File: config.mk
export PLATFORM = sky130hd
export DESIGN_NAME = serial_borrow_subtractor
export DESIGN_NICKNAME = d
export VERILOG_FILES = /design/src/rtl/serial_borrow_subtractor.sv
export SDC_FILE = /design/constraint.sdc
export NUM_CORES = 1
export LEC_CHECK = 0
export CAP_MARGIN = 20
export CORE_UTILIZATION = 50
export CTS_BUF_LIST = sky130_fd_sc_hd__clkbuf_8
export DETAILED_ROUTE_END_ITERATION = 10
export DONT_BUFFER_PORTS = 1
export PLACE_DENSITY = 0.68
export SLEW_MARGIN = 15
export SYNTH_ARGS = -nofsm -noshare
export SYNTH_HDL_FRONTEND = slang
export SYNTH_SLANG_ARGS = --single-unit
export TNS_END_PERCENT = 20
File: constraint.sdc
create_clock -name clk -period 1.7 [get_ports clk]
set_clock_uncertainty 0.1 [all_clocks]
set_input_delay 0.17 -clock clk [delete_from_list [all_inputs] [get_ports clk]]
set_output_delay 0.17 -clock clk [all_outputs]
set_load 0.1 [all_outputs]
File: src/rtl/serial_borrow_subtractor.sv
// Bit-serial N-bit subtractor: Diff = P - Q - Bin, LSB first, through one full-subtractor cell.
// Optional macro SUB_SIGNED_OVF_EN adds a registered two's-complement overflow output (ovf).
module serial_borrow_subtractor #(
  parameter int N = 4
) (
  input  logic         clk,
  input  logic         rst,
  input  logic         start,
  input  logic [N-1:0] P,
  input  logic [N-1:0] Q,
  input  logic         Bin,
  output logic         busy,
  output logic         done,
  output logic [N-1:0] Diff,
  output logic         Bout
`ifdef SUB_SIGNED_OVF_EN
  ,
  output logic         ovf
`endif
);

  localparam int CW = (N > 1) ? $clog2(N) : 1;
  localparam logic [CW-1:0] LAST = CW'(N - 1);

  typedef enum logic [1:0] {
    IDLE  = 2'd0,
    SHIFT = 2'd1,
    DONE  = 2'd2
  } state_t;

  state_t        state_q;
  logic [N-1:0]  a_q, b_q, res_q, diff_q;
  logic [CW-1:0] cnt_q;
  logic          br_q, busy_q, done_q, bout_q;
  logic          diff_bit_d, br_d;

`ifdef SUB_SIGNED_OVF_EN
  logic          p_sign_q, q_sign_q, ovf_q;
`endif

  // NOTE: combinational logic uses blocking '=', state updates in always_ff use '<='.
  always_comb begin
    diff_bit_d = a_q[0] ^ b_q[0] ^ br_q;
    br_d       = (~a_q[0] & b_q[0]) | (~(a_q[0] ^ b_q[0]) & br_q);
  end

  always_ff @(posedge clk) begin
    if (rst) begin
      state_q <= IDLE;
      a_q     <= '0;
      b_q     <= '0;
      res_q   <= '0;
      diff_q  <= '0;
      cnt_q   <= '0;
      br_q    <= 1'b0;
      busy_q  <= 1'b0;
      done_q  <= 1'b0;
      bout_q  <= 1'b0;
`ifdef SUB_SIGNED_OVF_EN
      p_sign_q <= 1'b0;
      q_sign_q <= 1'b0;
      ovf_q    <= 1'b0;
`endif
    end else begin
      done_q <= 1'b0;
      case (state_q)
        IDLE: begin
          if (start) begin
            a_q     <= P;
            b_q     <= Q;
            br_q    <= Bin;
            cnt_q   <= '0;
            busy_q  <= 1'b1;
            state_q <= SHIFT;
`ifdef SUB_SIGNED_OVF_EN
            p_sign_q <= P[N-1];
            q_sign_q <= Q[N-1];
`endif
          end
        end
        SHIFT: begin
          // Result fills from the top so the LSB lands at bit 0 after N shifts.
          res_q <= {diff_bit_d, res_q[N-1:1]};
          a_q   <= a_q >> 1;
          b_q   <= b_q >> 1;
          br_q  <= br_d;
          cnt_q <= cnt_q + 1'b1;
          if (cnt_q == LAST) begin
            busy_q  <= 1'b0;
            state_q <= DONE;
          end
        end
        DONE: begin
          diff_q  <= res_q;
          bout_q  <= br_q;
          done_q  <= 1'b1;
          state_q <= IDLE;
`ifdef SUB_SIGNED_OVF_EN
          ovf_q <= (p_sign_q ^ q_sign_q) & (p_sign_q ^ res_q[N-1]);
`endif
        end
        default: state_q <= IDLE;
      endcase
    end
  end

  assign busy = busy_q;
  assign done = done_q;
  assign Diff = diff_q;
  assign Bout = bout_q;
`ifdef SUB_SIGNED_OVF_EN
  assign ovf  = ovf_q;
`endif

endmodule

* Word-level counts from Yosys, hierarchy flattened
Cells that the tools add are included.
Cells by class: add/sub/neg operators 1, multiply operators 0, divide/modulo/power cells 0, $lt $le $gt $ge 0, eq/ne operators 5, shifts and indexed selects 0, multiplexer cells 15, bitwise operators 7, reductions and logical operators 5
Operator list (number):
- one-hot mux 4 bit (2 select lines) | 2
- 2-to-1 mux 4 bit | 2
- one-hot mux 2 bit (2 select lines) | 2
- 2-to-1 mux 2 bit | 3
- == test 2 bit (second input constant) | 2
- 2-to-1 mux 1 bit | 4
- != test 2 bit (second input constant) | 2
- one-hot mux 1 bit (2 select lines) | 2
- AND reduction 2 bit | 2
- AND reduction 3 bit | 1
- adder 2 x 1 -> 2 bit (second input constant) | 1
- AND 1 bit | 2
- == test 2 x 1 -> 1 bit (second input constant) | 1
- logical NOT 2 bit | 1
- NOT 1 bit | 2
- nonzero test 2 bit | 1
- XOR 1 bit | 2
- bitwise OR 1 bit | 1
Word-level totals: register bits 24, latch bits 0, bits in writable memories 0, memory bits (read-only) 0, bits of input ports 12, output and inout bits 7, logic and storage cells 43, memories kept 0

* Logic depth before layout (Yosys ltp)
Gate-level depths: netlist (run 1).
depth after elaboration 5, gate-level depth with buffers 5, mapped depth without buffers 5

* Worst setup path after synthesis (run 1)
OpenSTA, ideal clock, no wires.
kind register to register, start register busy (netlist name), end register busy_q, in the netlist busy, setup time 103 ps, arrival 1380 ps, data required time 1497 ps, slack 116 ps, stages on the path, launching flop included 3, path buffers 0, clock period less this slack 1584 ps, path through dfxtp_1 > a21oi_1 > a2111oi_2
RTL lines:
- end signal, assigned | RTL line 56 | busy_q <= 1'b0;
- end signal, assigned | RTL line 73 | busy_q <= 1'b1;
- end signal, assigned | RTL line 89 | busy_q <= 1'b0;
- end, declared | RTL line 34 | logic br_q, busy_q, done_q, bout_q;

* Worst setup path in the final report (run 1)
start input rst, end register diff_q[1], in the netlist Diff[1]
RTL lines:
- start, declared | RTL line 7 | input logic rst,
- end signal, assigned | RTL line 94 | diff_q <= res_q;
- end, declared | RTL line 32 | logic [N-1:0] a_q, b_q, res_q, diff_q;
No word-level cell between the ends.

==> results.md, run 1 <==
* Synth area leaders: dfxtp_1 (46%), mux2i_1 (13%), a211oi_2 (9.7%), nor2_1 (5.8%), nand2_1 (2.9%)
* Syn Nets at 115
* Effective utilization at floorplan at 0.529
* Synth Register Bits at 24
* Layout cells sized above 1 at 0.225
* Worst path max stage delay at 1.23 ns
* Period utilization at 0.916
* Compound-Gate Fraction of Synth Area at 0.180
* WP data required at 1.71 ns
* Outcome: finished clean
* Chip width at 47.5 um
* HP Start: start
* Post-synth EDFFs at 0
* FF-to-FF Start: state_q[0]
* Fin worst setup slack at 0.143 ns
* Post-CTS sizing at 0
* RR Endpoint: b_q[3]
* H-tree levels at 1
* Critical Path Sink Type: flip-flop
* R2R setup slack at 0.29 ns
* Startpoint Class: primary input
* Main synth FF type: dfxtp_1
* Cell count of the worst reg-to-reg path at 4
* Average wire per standard cell at 13.2 um
* RSZ-0062 raised after global routing: false
* Critical-path cell list: dlygate4sd3_1 -> nor2_1
* Drt drc at 0
* Core Area at 1960 um2
* Synth top cells by count: dfxtp_1 (24), nor2_1 (16), mux2i_1 (13)
* Die area at 2260 um2
* WHS Endpoint: state_q[0]
* Antenna cells at 0
* CP Max Fanout at 24
* Reg clk slew, reported paths at 0.09 ns
* IO Count at 19
* Area of the multi-input gates at 494 um2
* Post-synth ARST share at 0
* Rel. slew slack at 0.295
* Post-detail-place hpwl at 1.24 mm
* WL met2 at 851 um
* Setup_tns at 0 ns
* Max VDD drop at 0.000680 V
* Syn_area_per_cell at 10.3 um2
* Synthesized cell area at 1040 um2
* Crit-path slowest cell: dlygate4sd3_1
* # fillers at 202
* Top layer in use: met4
* Seq/Total Area, Yosys at 0.463
* Synth Area in Adders at 0.0314
* 1st-iter DRT viols at 8
* CTS Buf Count at 3
* Post-route antenna net violation count at 0
* Root Buffer: clkbuf_8
* Met3 wire len at 67 um
* Clk_lat worst skew at 0.26 ns
* Largest net degree at the start of global routing at 25
* FP Rows at 16
* Clock buffer depth at 2
* Top-count cell post-synth: dfxtp_1
* CP Buf/Inv Count at 1
* Final Critical Period at 1.56 ns
* Ys Warns at 0
* Die H at 47.5 um
* Synth-to-layout area growth at 15.3%
* GRT overflow at 0
* Vias in the first global route at 664
* Main combinational cell family by area after synthesis: compound AO/OA/AOI/OAI gates
* # nets final at 126
* Count of cell types in the netlist at 22
* Met1 WL at 897 um
* Fin util at 0.610
* Leak at 0.460 nW
* Final Max Slew Viols at 0
* PD cells at 1040 nW/um2
* Achievable Freq at 642 MHz
* Tightest Pin Transition at 1.05 ns
* Total Routed Length at 1.83 mm
* First-pass iteration count of the detailed router at 4
* Post-CTS setup buffer count at 0
* Post-synthesis mux area share at 0.125
* Final Hold Fails at 0
* Post-synthesis xor/xnor area fraction at 0
* CP top delay family: buffers and inverters
* PortBufs at 0
* Hold Path Class: primary input to flip-flop
* Post-Synth Simple-Gate Area at 0.140
* Max-cap violations at 0
* Clock sinks at 24
* Total track usage at 0.184
* WHS Path Cells at 2
* Largest area contributor in the netlist: dfxtp_1
* Area occupied by registers at 480 um2
* Finish-stage setup viols at 0
* Worst EP arrival at 1.57 ns
* Via count at 727
* Setup WS pre-CTS at 0.334 ns
* Share of Yosys cell area claimed by the top area cell type at 0.463
* Initial antenna violation count at 0
* Setup Crit Path Kind: primary input to flip-flop
* Vias per inst at 5.27
* CTS tree: done
* GP Congestion at 0.768
* Post-Syn Instances at 101
* First-pass GRT wire length at 2.84 mm
* Hold Buf Count CTS at 3
[layout make-up]
class / count / share of cell area
flip-flops and latches: 24 / 0.402
multi-input cells: 66 / 0.413
clock inverters: 1 / 0.0251
inverters: 5 / 0.0157
well taps: 27 / 0.0282
clock buffers: 3 / 0.0345
repair buffers: 12 / 0.0816
[how the worst max path moves through the flow]
stage	slack [ns]	cells past startpoint	from	to
2_1_floorplan	0.12	2	busy	busy
3_3_place_gp	0.38	3	state_q[0]	a_q[0]
3_5_place_dp	0.33	4	state_q[0]	b_q[3]
4_1_cts	0.15	2	rst	Diff[1]
5_1_grt	0.08	2	rst	Diff[1]
6_report	0.14	2	rst	Diff[1]
[metrics by stage]
stage | hold slack [ns] | cells | area (um2) | total power, mW
2_1_floorplan | 0.135 | 101 | 1040 | 0.739
6_report | 0.0127 | 138 | 1200 | 1.25
3_5_place_dp | 0.138 | 131 | 1090 | 0.749
3_3_place_gp | 0.138 | 131 | 1090 | 0.744
5_1_grt | 0.0279 | 138 | 1200 | 1.30
4_1_cts | 0.0125 | 138 | 1200 | 1.26
[sequential cells by signal (all words and copies together), names as in the netlist]
register,count
Diff,4
a_q,4
b_q,4
res_q,4
cnt_q,2
state_q,2
Bout,1
br_q,1
busy,1
done,1
[logic make-up (layout without fill, tap and decap cells)]
| group | count (synthesis) | count (layout) |
|---|---|---|
| and+or+nand+nor | 32 | 32 |
| buffers and inverters | 11 | 21 |
| adders and majority gates | 2 | 2 |
| DFF | 24 | 24 |
| muxes | 13 | 13 |
| AOI/OAI and AO/OA | 19 | 19 |
[routing by layer]
metal / global-route usage / vias to the layer above
met5: 0 / -
met1: 0.236 / 351
met3: 0.0377 / 2
met2: 0.290 / 13
li1: - / 361
met4: 0.100 / 0
[placed cells by master, fill, tap and decap left out, drive strengths merged]
cell and count:
buf 9, nand2b 1, mux2i 13, o21bai 1, nor2b 3, nor3 3, a211oi 8, dfxtp 24
ha 1, nor2 16, dlygate4sd3 3, a2111oi 1, clkbuf 3, fa 1, nand2 8, o21ba 1
inv 5, a21oi 5, nor3b 1, a22oi 3, bufinv 1
[power by group]
| group | switching, mW | internal (mW) | total [mW] |
|---|---|---|---|
| logic | 0.0812 | 0.0583 | 0.140 |
| clock network | 0.181 | 0.315 | 0.496 |
| registers | 0.0217 | 0.590 | 0.611 |
No activity file was read; power rests on OpenSTA's default activity.
==> run 2: changes to the inputs <==
TNS_END_PERCENT = 50   (was 20)
==> results of run 2 <==
Final layout, timing and power as in run 1 (identical DEF).
==> run 3: changes to the inputs <==
PLACE_DENSITY = not set   (was 0.68)
PLACE_DENSITY_LB_ADDON = 0.1   (was not set)
==> run 3 against run 2 <==
Effect of this change:
- wire length shrank 4.3%
- clock power shrank 24%
- sequential power is essentially flat
- flip-flop and latch count is the same
- die area is the same
- sequential share of layout area grew 0.55 points
- count of clock-buffer cells in the layout grew 1
- utilization shrank 0.83 points
- hold slack gained 0.017 ns
- power shrank 9.7%
- largest power group unchanged
- combinational power shrank 3%
==> results.md, run 3 (synthesis results as in run 1) <==
* Outcome: finished clean
* Clk_lat worst skew at 0.26 ns (about the same)
* Worst EP arrival at 1.53 ns (-0.04 ns)
* Max VDD drop at 0.000542 V (-20%)
* CP top delay family: buffers and inverters
* Final Max Slew Viols at 0 (unchanged)
* GRT overflow at 0 (unchanged)
* Final total power at 1.13 mW (-9.7%)
* WHS Path Cells at 2 (unchanged)
* Reg clk slew, reported paths at 0.08 ns (about the same)
* CTS tree: done
* IO Count at 19 (unchanged)
* # nets final at 126 (unchanged)
* Critical-path cell list: dlygate4sd3_1 -> nor2_1
* Layout cells sized above 1 at 0.225 (unchanged)
* Post-CTS sizing at 0 (unchanged)
* WP data required at 1.71 ns (about the same)
* Clock power share at 0.335 (-0.063)
* Gate power share at 0.120 (+0.008)
* Setup Crit Path Kind: primary input to flip-flop
* 1st-iter DRT viols at 7 (-1)
* Via count at 717 (-1.4%)
* Crit-path slowest cell: dlygate4sd3_1
* Max-cap violations at 0 (unchanged)
* WHS Endpoint: state_q[0]
* Critical Path Sink Type: flip-flop
* RSZ-0062 raised after global routing: false
* Post-CTS setup buffer count at 0 (unchanged)
* PortBufs at 0 (unchanged)
* First-pass GRT wire length at 2.79 mm (-1.7%)
* Total Routed Length at 1.75 mm (-4.3%)
* Vias in the first global route at 669 (+0.75%)
* PD cells at 954 nW/um2 (-8.5%)
* Worst path max stage delay at 1.22 ns (about the same)
* Die H at 47.5 um (unchanged)
* H-tree levels at 1 (unchanged)
* Setup WS pre-CTS at 0.317 ns (-0.0168 ns)
* CTS Buf Count at 3 (unchanged)
* GP Congestion at 0.792 (+3.1%)
* Tightest Pin Transition at 1.04 ns (-0.0152 ns)
* Clock buffer depth at 2 (unchanged)
* Most frequent cells in the layout: dfxtp_1 (24), nor2_1 (16), mux2i_1 (13)
* HP Start: start
* R2R setup slack at 0.25 ns (-0.04 ns)
* Internal at 0.854 mW (-11%)
* Setup_tns at 0 ns (unchanged)
* Leak at 0.453 nW (-1.5%)
* Post-detail-place hpwl at 1.25 mm (+0.98%)
* Final Critical Period at 1.52 ns (-0.0397 ns)
* FF-to-FF Start: state_q[0]
* Hold_ws at 0.0293 ns (+0.0166 ns)
* CP Buf/Inv Count at 1 (unchanged)
* RR Endpoint: b_q[3]
* Startpoint Class: primary input
* Most common cell after layout, fill and taps aside: dfxtp_1
* Period utilization at 0.893 (-0.0234)
* Final Hold Fails at 0 (unchanged)
* Antenna cells at 0 (unchanged)
* Initial antenna violation count at 0 (unchanged)
* Core Area at 1960 um2 (unchanged)
* Rel. slew slack at 0.305 (+0.0102)
* Switching power at 0.272 mW (-4.3%)
* Average wire per standard cell at 12.7 um (-4.3%)
* Finish-stage setup viols at 0 (unchanged)
* Root Buffer: clkbuf_8
* Effective utilization at floorplan at 0.529 (unchanged)
* Seq pwr share at 0.545 (+0.055)
* CP Max Fanout at 24 (unchanged)
* Post-route antenna net violation count at 0 (unchanged)
* Clock sinks at 24 (unchanged)
* Cell count of the worst reg-to-reg path at 4 (unchanged)
* FP Rows at 16 (unchanged)
* Switching power share of the total at 0.242 (+0.0137)
* Critical path depth at 2 (unchanged)
* First-pass iteration count of the detailed router at 4 (unchanged)
* Die area at 2260 um2 (unchanged)
* Total track usage at 0.178 (-0.00638)
* Largest net degree at the start of global routing at 25 (unchanged)
* Worst Setup SP: rst
* Vias per inst at 5.20 (-1.4%)
* Hold Path Class: primary input to flip-flop
* Drt drc at 0 (unchanged)
* Fin worst setup slack at 0.182 ns (+0.0397 ns)
* Achievable Freq at 659 MHz (+2.6%)
* Chip width at 47.5 um (unchanged)
* Synth-to-layout area growth at 13.8%
## run 3: worst max-delay path by stage
stage	endpoint	slack [ns]
2_1_floorplan	busy	0.12
3_3_place_gp	Bout	0.31
3_5_place_dp	b_q[3]	0.32
4_1_cts	Diff[0]	0.14
5_1_grt	Diff[0]	0.07
6_report	Diff[0]	0.18
## run 3: power groups by stage
stage / clock network (mW) / logic [mW] / registers (mW)
final: 0.377 / 0.136 / 0.613
after global routing: 0.416 / 0.153 / 0.617
after CTS: 0.386 / 0.138 / 0.613
after detailed placement: 0 / 0.121 / 0.626
after global placement: 0 / 0.120 / 0.624
after floorplan: 0 / 0.109 / 0.630
## run 3: timing repair
action                                 in CTS  in global routing
endpoints found under the hold margin      24                  0
hold buffers                                3                  0
setup endpoints to repair                   0                  0
## run 3: through the flow
stage | area (um2) | instances | utilization
floorplan | 1040 | 101 | -
global placement | 1090 | 131 | 0.558
detailed placement | 1090 | 131 | 0.558
CTS | 1180 | 138 | 0.601
global route | 1180 | 138 | 0.601
finish | 1180 | 138 | 0.601
## run 3: cell type report
type	count	area [um2]
clock buffers	4	55.1
repair buffers	12	97.6
fillers	177	782
inverters	5	18.8
well taps	27	33.8
flip-flops and latches	24	480
multi-input cells	66	494
## run 3: routing by layer
| metal | vias to the layer above | track usage | part of all wire |
|---|---|---|---|
| met3 | 5 | 0.0340 | 0.050 |
| li1 | 365 | - | - |
| met4 | 0 | 0.0833 | 0.018 |
| met1 | 328 | 0.212 | 0.47 |
| met2 | 19 | 0.307 | 0.46 |
| met5 | - | 0 | 0 |
